===== config.mk =====
export PLATFORM = sky130hd
export DESIGN_NAME = fifo_push_arbiter_flat
export DESIGN_NICKNAME = d
export VERILOG_FILES = /design/src/rtl/fifo_push_arbiter_if.sv /design/src/rtl/fifo_push_arbiter.sv /design/src/flat_wrapper.sv
export SDC_FILE = /design/constraint.sdc
export NUM_CORES = 1
export LEC_CHECK = 0
export CAP_MARGIN = 0
export CORE_ASPECT_RATIO = 0.9
export CORE_MARGIN = 2
export CORE_UTILIZATION = 25
export CTS_CLUSTER_DIAMETER = 50
export DETAILED_ROUTE_END_ITERATION = 16
export PLACE_DENSITY_LB_ADDON = 0.1
export REMOVE_ABC_BUFFERS = 1
export SYNTH_ARGS = -nofsm -noshare
export SYNTH_HDL_FRONTEND = slang
export SYNTH_SLANG_ARGS = --single-unit

===== constraint.sdc =====
create_clock -name clk -period 3.4 [get_ports clk]
set_input_delay 0.68 -clock clk [delete_from_list [all_inputs] [get_ports clk]]
set_output_delay 0.68 -clock clk [all_outputs]
set_load 0.005 [all_outputs]

===== src/rtl/fifo_push_arbiter_if.sv =====
// Bundle of requester and FIFO write-port signals around fifo_push_arbiter.
// The master modport is the arbiter side; slave is the requester/FIFO side.
interface fifo_push_arbiter_if #(
  parameter int N_REQ = 4,
  parameter int WIDTH = 8,
  parameter int IDW   = $clog2(N_REQ)
);
  logic [N_REQ-1:0]       req;
  logic [N_REQ*WIDTH-1:0] din_flat;
  logic [N_REQ-1:0]       ack;
  logic                   fifo_full;
  logic                   fifo_a_full;
  logic                   fifo_push;
  logic [WIDTH-1:0]       fifo_din;
  logic [IDW-1:0]         grant_id;

  modport master (
    input  req, din_flat, fifo_full, fifo_a_full,
    output ack, fifo_push, fifo_din, grant_id
  );

  modport slave (
    output req, din_flat, fifo_full, fifo_a_full,
    input  ack, fifo_push, fifo_din, grant_id
  );
endinterface


===== src/rtl/fifo_push_arbiter.sv =====
// Round-robin arbiter sharing one FIFO write port between N_REQ producers.
// Define FIFO_ARB_LOCK_EN to add a burst lock that keeps one owner for up to BURST grants.
module fifo_push_arbiter #(
  parameter int N_REQ = 4,
  parameter int WIDTH = 8,
  parameter int BURST = 4,
  parameter int IDW   = $clog2(N_REQ)
) (
  input  logic                clk,
  input  logic                rst,
  fifo_push_arbiter_if.master bus
);

  logic             can_push_s;
  logic             grant_s;
  logic [IDW-1:0]   rr_id_s;
  logic [IDW-1:0]   win_id_s;
  logic [N_REQ-1:0] ack_s;
  logic [WIDTH-1:0] din_arr_s [N_REQ];

  logic             fifo_push_q, fifo_push_d;
  logic [WIDTH-1:0] fifo_din_q, fifo_din_d;
  logic [IDW-1:0]   grant_id_q, grant_id_d;
  logic [IDW-1:0]   last_q, last_d;

  // Unpack requester data slices.
  always_comb begin
    for (int k = 0; k < N_REQ; k++) begin
      din_arr_s[k] = bus.din_flat[k*WIDTH +: WIDTH];
    end
  end

  // Scan downwards so the nearest requester after last_q is the final assignment.
  always_comb begin
    logic [IDW-1:0] idx;
    idx     = '0;
    rr_id_s = last_q;
    for (int i = N_REQ; i >= 1; i--) begin
      idx     = IDW'((int'(last_q) + i) % N_REQ);
      rr_id_s = bus.req[idx] ? idx : rr_id_s;
    end
  end

`ifdef FIFO_ARB_LOCK_EN
  localparam int CW = $clog2(BURST + 1);

  typedef enum logic [0:0] {
    ST_IDLE   = 1'b0,
    ST_LOCKED = 1'b1
  } lock_state_e;

  lock_state_e    state_q, state_d;
  logic [IDW-1:0] owner_q, owner_d;
  logic [CW-1:0]  burst_cnt_q, burst_cnt_d;
  logic           owner_hold_s;

  assign owner_hold_s = (state_q == ST_LOCKED) && bus.req[owner_q];

  // Lock state register.
  always_ff @(posedge clk or posedge rst) begin
    if (rst) begin
      state_q     <= ST_IDLE;
      owner_q     <= '0;
      burst_cnt_q <= '0;
    end else begin
      state_q     <= state_d;
      owner_q     <= owner_d;
      burst_cnt_q <= burst_cnt_d;
    end
  end

  // Lock next-state: a stall freezes everything; an owner that drops req hands over to RR.
  always_comb begin
    state_d     = state_q;
    owner_d     = owner_q;
    burst_cnt_d = burst_cnt_q;
    case (state_q)
      ST_IDLE: begin
        if (grant_s) begin
          owner_d     = win_id_s;
          state_d     = (BURST > 1) ? ST_LOCKED : ST_IDLE;
          burst_cnt_d = (BURST > 1) ? CW'(1) : CW'(0);
        end else begin
          state_d = ST_IDLE;
        end
      end
      ST_LOCKED: begin
        if (!grant_s) begin
          if (can_push_s && !bus.req[owner_q]) begin
            state_d     = ST_IDLE;
            burst_cnt_d = '0;
          end else begin
            state_d = ST_LOCKED;
          end
        end else if (owner_hold_s) begin
          if ((burst_cnt_q + CW'(1)) >= CW'(BURST)) begin
            state_d     = ST_IDLE;
            burst_cnt_d = '0;
          end else begin
            burst_cnt_d = burst_cnt_q + CW'(1);
          end
        end else begin
          owner_d     = win_id_s;
          state_d     = (BURST > 1) ? ST_LOCKED : ST_IDLE;
          burst_cnt_d = (BURST > 1) ? CW'(1) : CW'(0);
        end
      end
      default: begin
        state_d     = ST_IDLE;
        burst_cnt_d = '0;
      end
    endcase
  end

  // Lock output: a locked owner still requesting wins outright.
  always_comb begin
    if (owner_hold_s) begin
      win_id_s = owner_q;
    end else begin
      win_id_s = rr_id_s;
    end
  end
`else
  assign win_id_s = rr_id_s;
`endif

  // Throttle against the FIFO flags, counting the push already in flight.
  always_comb begin
    ack_s      = '0;
    can_push_s = ~bus.fifo_full & ~(fifo_push_q & bus.fifo_a_full);
    grant_s    = can_push_s & (|bus.req);
    for (int k = 0; k < N_REQ; k++) begin
      ack_s[k] = grant_s & (win_id_s == IDW'(k));
    end
  end

  // Next values of the FIFO write port and round-robin pointer.
  always_comb begin
    fifo_push_d = grant_s;
    if (grant_s) begin
      fifo_din_d = din_arr_s[win_id_s];
      grant_id_d = win_id_s;
      last_d     = win_id_s;
    end else begin
      fifo_din_d = fifo_din_q;
      grant_id_d = grant_id_q;
      last_d     = last_q;
    end
  end

  // Write-port and pointer registers; last starts at N_REQ-1 so req[0] leads.
  always_ff @(posedge clk or posedge rst) begin
    if (rst) begin
      fifo_push_q <= 1'b0;
      fifo_din_q  <= '0;
      grant_id_q  <= '0;
      last_q      <= IDW'(N_REQ - 1);
    end else begin
      fifo_push_q <= fifo_push_d;
      fifo_din_q  <= fifo_din_d;
      grant_id_q  <= grant_id_d;
      last_q      <= last_d;
    end
  end

  assign bus.ack       = rst ? '0 : ack_s;
  assign bus.fifo_push = fifo_push_q;
  assign bus.fifo_din  = fifo_din_q;
  assign bus.grant_id  = grant_id_q;

endmodule

===== src/flat_wrapper.sv =====
// flat-port wrapper written by rule: the top's interface ports become plain ports
module fifo_push_arbiter_flat 
#(
  parameter int N_REQ = 4,
  parameter int WIDTH = 8,
  parameter int BURST = 4,
  parameter int IDW   = $clog2(N_REQ)
)
  (clk, rst, bus_req, bus_din_flat, bus_fifo_full, bus_fifo_a_full, bus_ack, bus_fifo_push, bus_fifo_din, bus_grant_id);
  fifo_push_arbiter_if #(.N_REQ(N_REQ), .WIDTH(WIDTH), .IDW(IDW)) bus_i ();
  input  logic clk;
  input  logic rst;
  input wire logic [$bits(bus_i.req)-1:0] bus_req;
  input wire logic [$bits(bus_i.din_flat)-1:0] bus_din_flat;
  input wire logic [$bits(bus_i.fifo_full)-1:0] bus_fifo_full;
  input wire logic [$bits(bus_i.fifo_a_full)-1:0] bus_fifo_a_full;
  output wire logic [$bits(bus_i.ack)-1:0] bus_ack;
  output wire logic [$bits(bus_i.fifo_push)-1:0] bus_fifo_push;
  output wire logic [$bits(bus_i.fifo_din)-1:0] bus_fifo_din;
  output wire logic [$bits(bus_i.grant_id)-1:0] bus_grant_id;
  assign bus_i.req = bus_req;
  assign bus_i.din_flat = bus_din_flat;
  assign bus_i.fifo_full = bus_fifo_full;
  assign bus_i.fifo_a_full = bus_fifo_a_full;
  assign bus_ack = bus_i.ack;
  assign bus_fifo_push = bus_i.fifo_push;
  assign bus_fifo_din = bus_i.fifo_din;
  assign bus_grant_id = bus_i.grant_id;
  fifo_push_arbiter #(.N_REQ(N_REQ), .WIDTH(WIDTH), .BURST(BURST), .IDW(IDW)) u_core (.clk(clk), .rst(rst), .bus(bus_i));
endmodule

### Word level (Yosys, flattened, before mapping)

Index checks and enable logic that the tools add are counted.

* bits in registers: 13
* bits of input ports: 40
* logic and storage cells: 44

* add/subtract/negate cells: 4
* $lt $le $gt $ge: 5
* equal/unequal tests: 3
* multiplexer cells: 16
* bitwise gates (word level): 10
* reduce and logical (&&, ||, !) cells: 2

Operator list (count)
* $bmux W8 S2: 1
* $mux W8: 2
* $lt A2 B3 Y1 const B: 4
* $bmux W1 S2: 4
* $mux W2: 4
* $and A1 B1 Y1: 7
* $add A2 B1 Y2 const B: 2
* $add A2 B2 Y2 const B: 2
* $eq A2 B2 Y1 const B: 2
* $mux W1: 4
* $mux W4: 1
* $reduce_or A4 Y1: 1
* $ge A3 B3 Y1 const B: 1
* $not A2 Y3: 1
* $eq A2 B1 Y1 const B: 1
* $logic_not A2 Y1: 1
* $not A1 Y1: 2

### Depth between registers and ports, before layout

* word-level depth: 11
* gate-level depth with buffers: 7
* depth with buffers taken out: 5

### Worst setup path after synthesis

No wires, ideal clock.

* kind: input port to output port
* start point: input port bus_req[0]
* end point: output port bus_ack[3]
* data arrival time: 1632 ps
* required time: 2720 ps
* setup slack: 1088 ps
* cell stages on the path: 6
* path buffers: 2
* path through: nand2b_1 a21o_1 buf_4 and3_4 buf_2 nor3_1

* longest elaborated chain between the ends: 9
* elaborated cells on any way between the ends: 17
* classes of those cells: eq/ne: 1; mux: 13; bitwise: 2; reduce/logical: 1

Ends and longest elaborated chain
* from (decl): RTL line flat_wrapper.sv:13 `input wire logic [$bits(bus_i.req)-1:0] bus_req;`
* $bmux W1 S2: RTL line fifo_push_arbiter.sv:40 `rr_id_s = bus.req[idx] ? idx : rr_id_s;`
* $mux W1 (implied by the code): RTL line fifo_push_arbiter.sv:40
* $mux W2 (4 in a row): RTL line fifo_push_arbiter.sv:40
* $eq A2 B2 Y1: RTL line fifo_push_arbiter.sv:133 `ack_s[k] = grant_s & (win_id_s == IDW'(k));`
* $and A1 B1 Y1 (*): RTL line fifo_push_arbiter.sv:133
* $mux W4 (*): RTL line fifo_push_arbiter.sv:166 `assign bus.ack = rst ? '0 : ack_s;`
* to (decl): RTL line flat_wrapper.sv:17 `output wire logic [$bits(bus_i.ack)-1:0] bus_ack;`

Mark *: on every way between the ends. The rest lies on a longest branch, timed or not. The select of a mux whose other input is x is not followed.

### Worst setup path in the final report

* start point: input port bus_req[3]
* end point: output port bus_ack[3]

The elaborated chain is that of the path after synthesis.

==> impl_metrics.json <==
{
  "sw_frac_of_total_pct": 33.5,
  "ant_nets": 0,
  "antenna_cells": 0,
  "grt_antenna_before_repair": 0,
  "p_int_w": 0.000561,
  "synth_cells": 99,
  "max_slew_margin_pct": 71.1,
  "arrival_ns": 2.64,
  "power_frac_seq_pct": 31.2,
  "ys_seq_elements": 13,
  "path_class": "in -> out",
  "core_area_um2": 3430,
  "seq_area_frac_synth_pct": 36.3,
  "drive_above_1_share_pct": 15.9,
  "synth-async-reset-ratio_pct": 100,
  "post-place-ws_ns": 0.0626,
  "overflow": 0,
  "avgRoutedWirePerCell_um": 13.9,
  "irDropWorstVdd_mv": 0.166,
  "drc": 0,
  "p_leak_nw": 0.667,
  "min_period_ns": 3.32,
  "clk_pin_slew_ns": 0.05,
  "htree_levels": 1,
  "min_period_over_period_pct": 97.7,
  "p_switching_w": 0.000283,
  "synth_edf_count": 0,
  "drt-total-wl_mm": 2.90,
  "fmax_ghz": 0.301,
  "ys.warnings.count": 0,
  "portBuffers": 54,
  "clock-sinks": 13,
  "start_util_pct": 26.3,
  "hold_viol": 0,
  "yosysTopAreaCell": "dfrtp_1",
  "clock_path_buffers": 2,
  "rsz0062_at_grt": "true",
  "synth_area_leaders": "dfrtp_1 (31%), a211oi_1 (10%), mux2i_1 (8.9%), a211oi_2 (6.9%), a31oi_1 (6.2%)",
  "outcome": "finished clean",
  "grt_pass1_wl_mm": 4.78,
  "vias": 990,
  "dp_hpwl_mm": 2.22,
  "ys.flop_type": "dfrtp_1",
  "final_cell_mix": "clkdlybuf4s50_1 (54), nor2_1 (14), a211oi_1 (12), buf_4 (12), dfrtp_1 (11)",
  "synth_cell_types": 27,
  "cp-end-kind": "primary output",
  "final_nets": 205,
  "syn-cell-area_um2": 902,
  "syn_avg_cell_area_um2": 9.11,
  "final_common_cell": "clkdlybuf4s50_1",
  "initialDrtViolationCount": 32,
  "syn_to_final_growth_pct": 77.5,
  "nFillCells": 335,
  "dr.pass1.iters": 4,
  "cp_max_fo": 5,
  "cts_tree": "yes",
  "clock_power_share_pct": 16.4,
  "pwr_density_cell_nw_per_um2": 527,
  "grt_pass1_vias": 1010,
  "finalSetupViolations": 0,
  "cap_violations": 0,
  "pin_count": 55,
  "die_y_um": 61.0,
  "grt_start_max_net_pins": 17,
  "cts_buffers": 3,
  "fin_ws_ns": 0.0775,
  "start_kind": "primary input",
  "synth_top_area_share_pct": 30.5,
  "slew_viol_final": 0,
  "fin_cells": 208,
  "skew_ns": 0.00273,
  "place.gp.congestion": 0.742,
  "clock_latency_ns": 0.24,
  "min_path_type": "reg -> reg",
  "routed_via_density": 4.76,
  "worstPathRequired_ns": 2.72,
  "power_frac_comb_pct": 52.4,
  "post-place-cells": 201,
  "die_area_um2": 4110,
  "grt_usage_pct": 15.6,
  "clockRootBuffer": "clkbuf_8",
  "row_count": 20,
  "die_w_um": 67.3,
  "worstMarginPinSlew_ns": 0.432
}
## final cells by class
class | instances | area (um2) | share of cell area [%]
flip-flops and latches | 13 | 328 | 20.5
well taps | 44 | 55.1 | 3.44
multi-input cells | 70 | 494 | 30.9
inverters | 10 | 37.5 | 2.34
clock buffers | 4 | 45.0 | 2.81
repair buffers | 67 | 642 | 40.1
## kinds of logic (layout without fill, tap and decap cells)
logic type             after synthesis  in the layout  synth area share [%]
muxes                                8              8                  8.88
buffers and inverters               16             81                  10.1
and+or+nand+nor                     29             29                  16.5
DFF                                 13             13                  36.3
AOI/OAI and AO/OA                   33             33                  28.2
## routing by layer
metal | up-vias | global-route usage (%) | wire (um)
li1 | 491 | - | -
met1 | 457 | 21.3 | 1360
met2 | 40 | 24.9 | 1350
met3 | 2 | 2.78 | 181
met4 | 0 | 5.25 | 13
met5 | - | 0 | 0
## repair_timing
action / CTS / global route
setup buffers: 0 / 3
setup endpoints to repair: 0 / 4
resized for setup: 0 / 4
hold buffers: 0 / 0
## flip-flops by register name (all words and copies together) (netlist names)
register	flops
u_core.last_q	2
u_core.bus.fifo_din	8
u_core.bus.fifo_push	1
u_core.bus.grant_id	2
## Yosys cell counts, types with 2 or more instances
cell,instances
dfrtp_1,11
a31oi_1,9
a211oi_2,5
nor3_1,3
and3_1,2
nand2b_1,3
mux2i_1,8
buf_2,3
a21o_1,2
dfstp_2,2
a211oi_1,12
a21oi_1,2
nor2_1,14
inv_1,10
## final timing paths
| check | startpoint | endpoint | slack [ns] | depth (start not counted) |
|---|---|---|---|---|
| setup / recovery | bus_req[3] | bus_ack[3] | 0.08 | 6 |
| hold / removal | u_core.bus.grant_id[1]$_DFFE_PP0N_ | u_core.bus.grant_id[1]$_DFFE_PP0N_ | 0.53 | 2 |
| setup reg to reg | u_core.last_q[1]$_DFFE_PP1N_ | u_core.bus.fifo_din[6]$_DFFE_PP0N_ | 1.54 | 6 |
| hold reg to reg | u_core.bus.grant_id[1]$_DFFE_PP0N_ | u_core.bus.grant_id[1]$_DFFE_PP0N_ | 0.53 | 2 |
| max in group asynchronous | rst | u_core.bus.grant_id[1]$_DFFE_PP0N_ | 2.33 | 3 |
| min in group asynchronous | rst | u_core.last_q[0]$_DFFE_PP1N_ | 0.89 | 2 |
## critical path, cell delays in order
cell and delay (ns):
clkdlybuf4s50_1 0.56, nand2_1 0.10, a31oi_1 0.38, nand3_2 0.16, nor3_1 0.21, clkdlybuf4s50_1 0.55
## through the flow
step           total power [W]  hold WS, ns  instance area (um2)  utilization, %  setup TNS [ns]
3_3_place_gp          0.000691        0.483                 1520            44.3               0
3_5_place_dp          0.000696        0.527                 1520            44.3               0
2_1_floorplan         0.000450        0.491                  848               -               0
6_report              0.000844        0.530                 1600            46.7               0
5_1_grt               0.000906        0.566                 1600            46.7         -0.0323
4_1_cts               0.000840        0.538                 1560            45.6               0
## power groups by stage
| stage | clock network (W) | registers (W) | logic, W |
|---|---|---|---|
| floorplan | 0 | 0.000262 | 0.000188 |
| finish | 0.000138 | 0.000264 | 0.000442 |
| global placement | 0 | 0.000261 | 0.000430 |
| CTS | 0.000142 | 0.000264 | 0.000433 |
| global route | 0.000149 | 0.000276 | 0.000481 |
| detailed placement | 0 | 0.000266 | 0.000430 |
No activity file was read; power rests on OpenSTA's default activity.
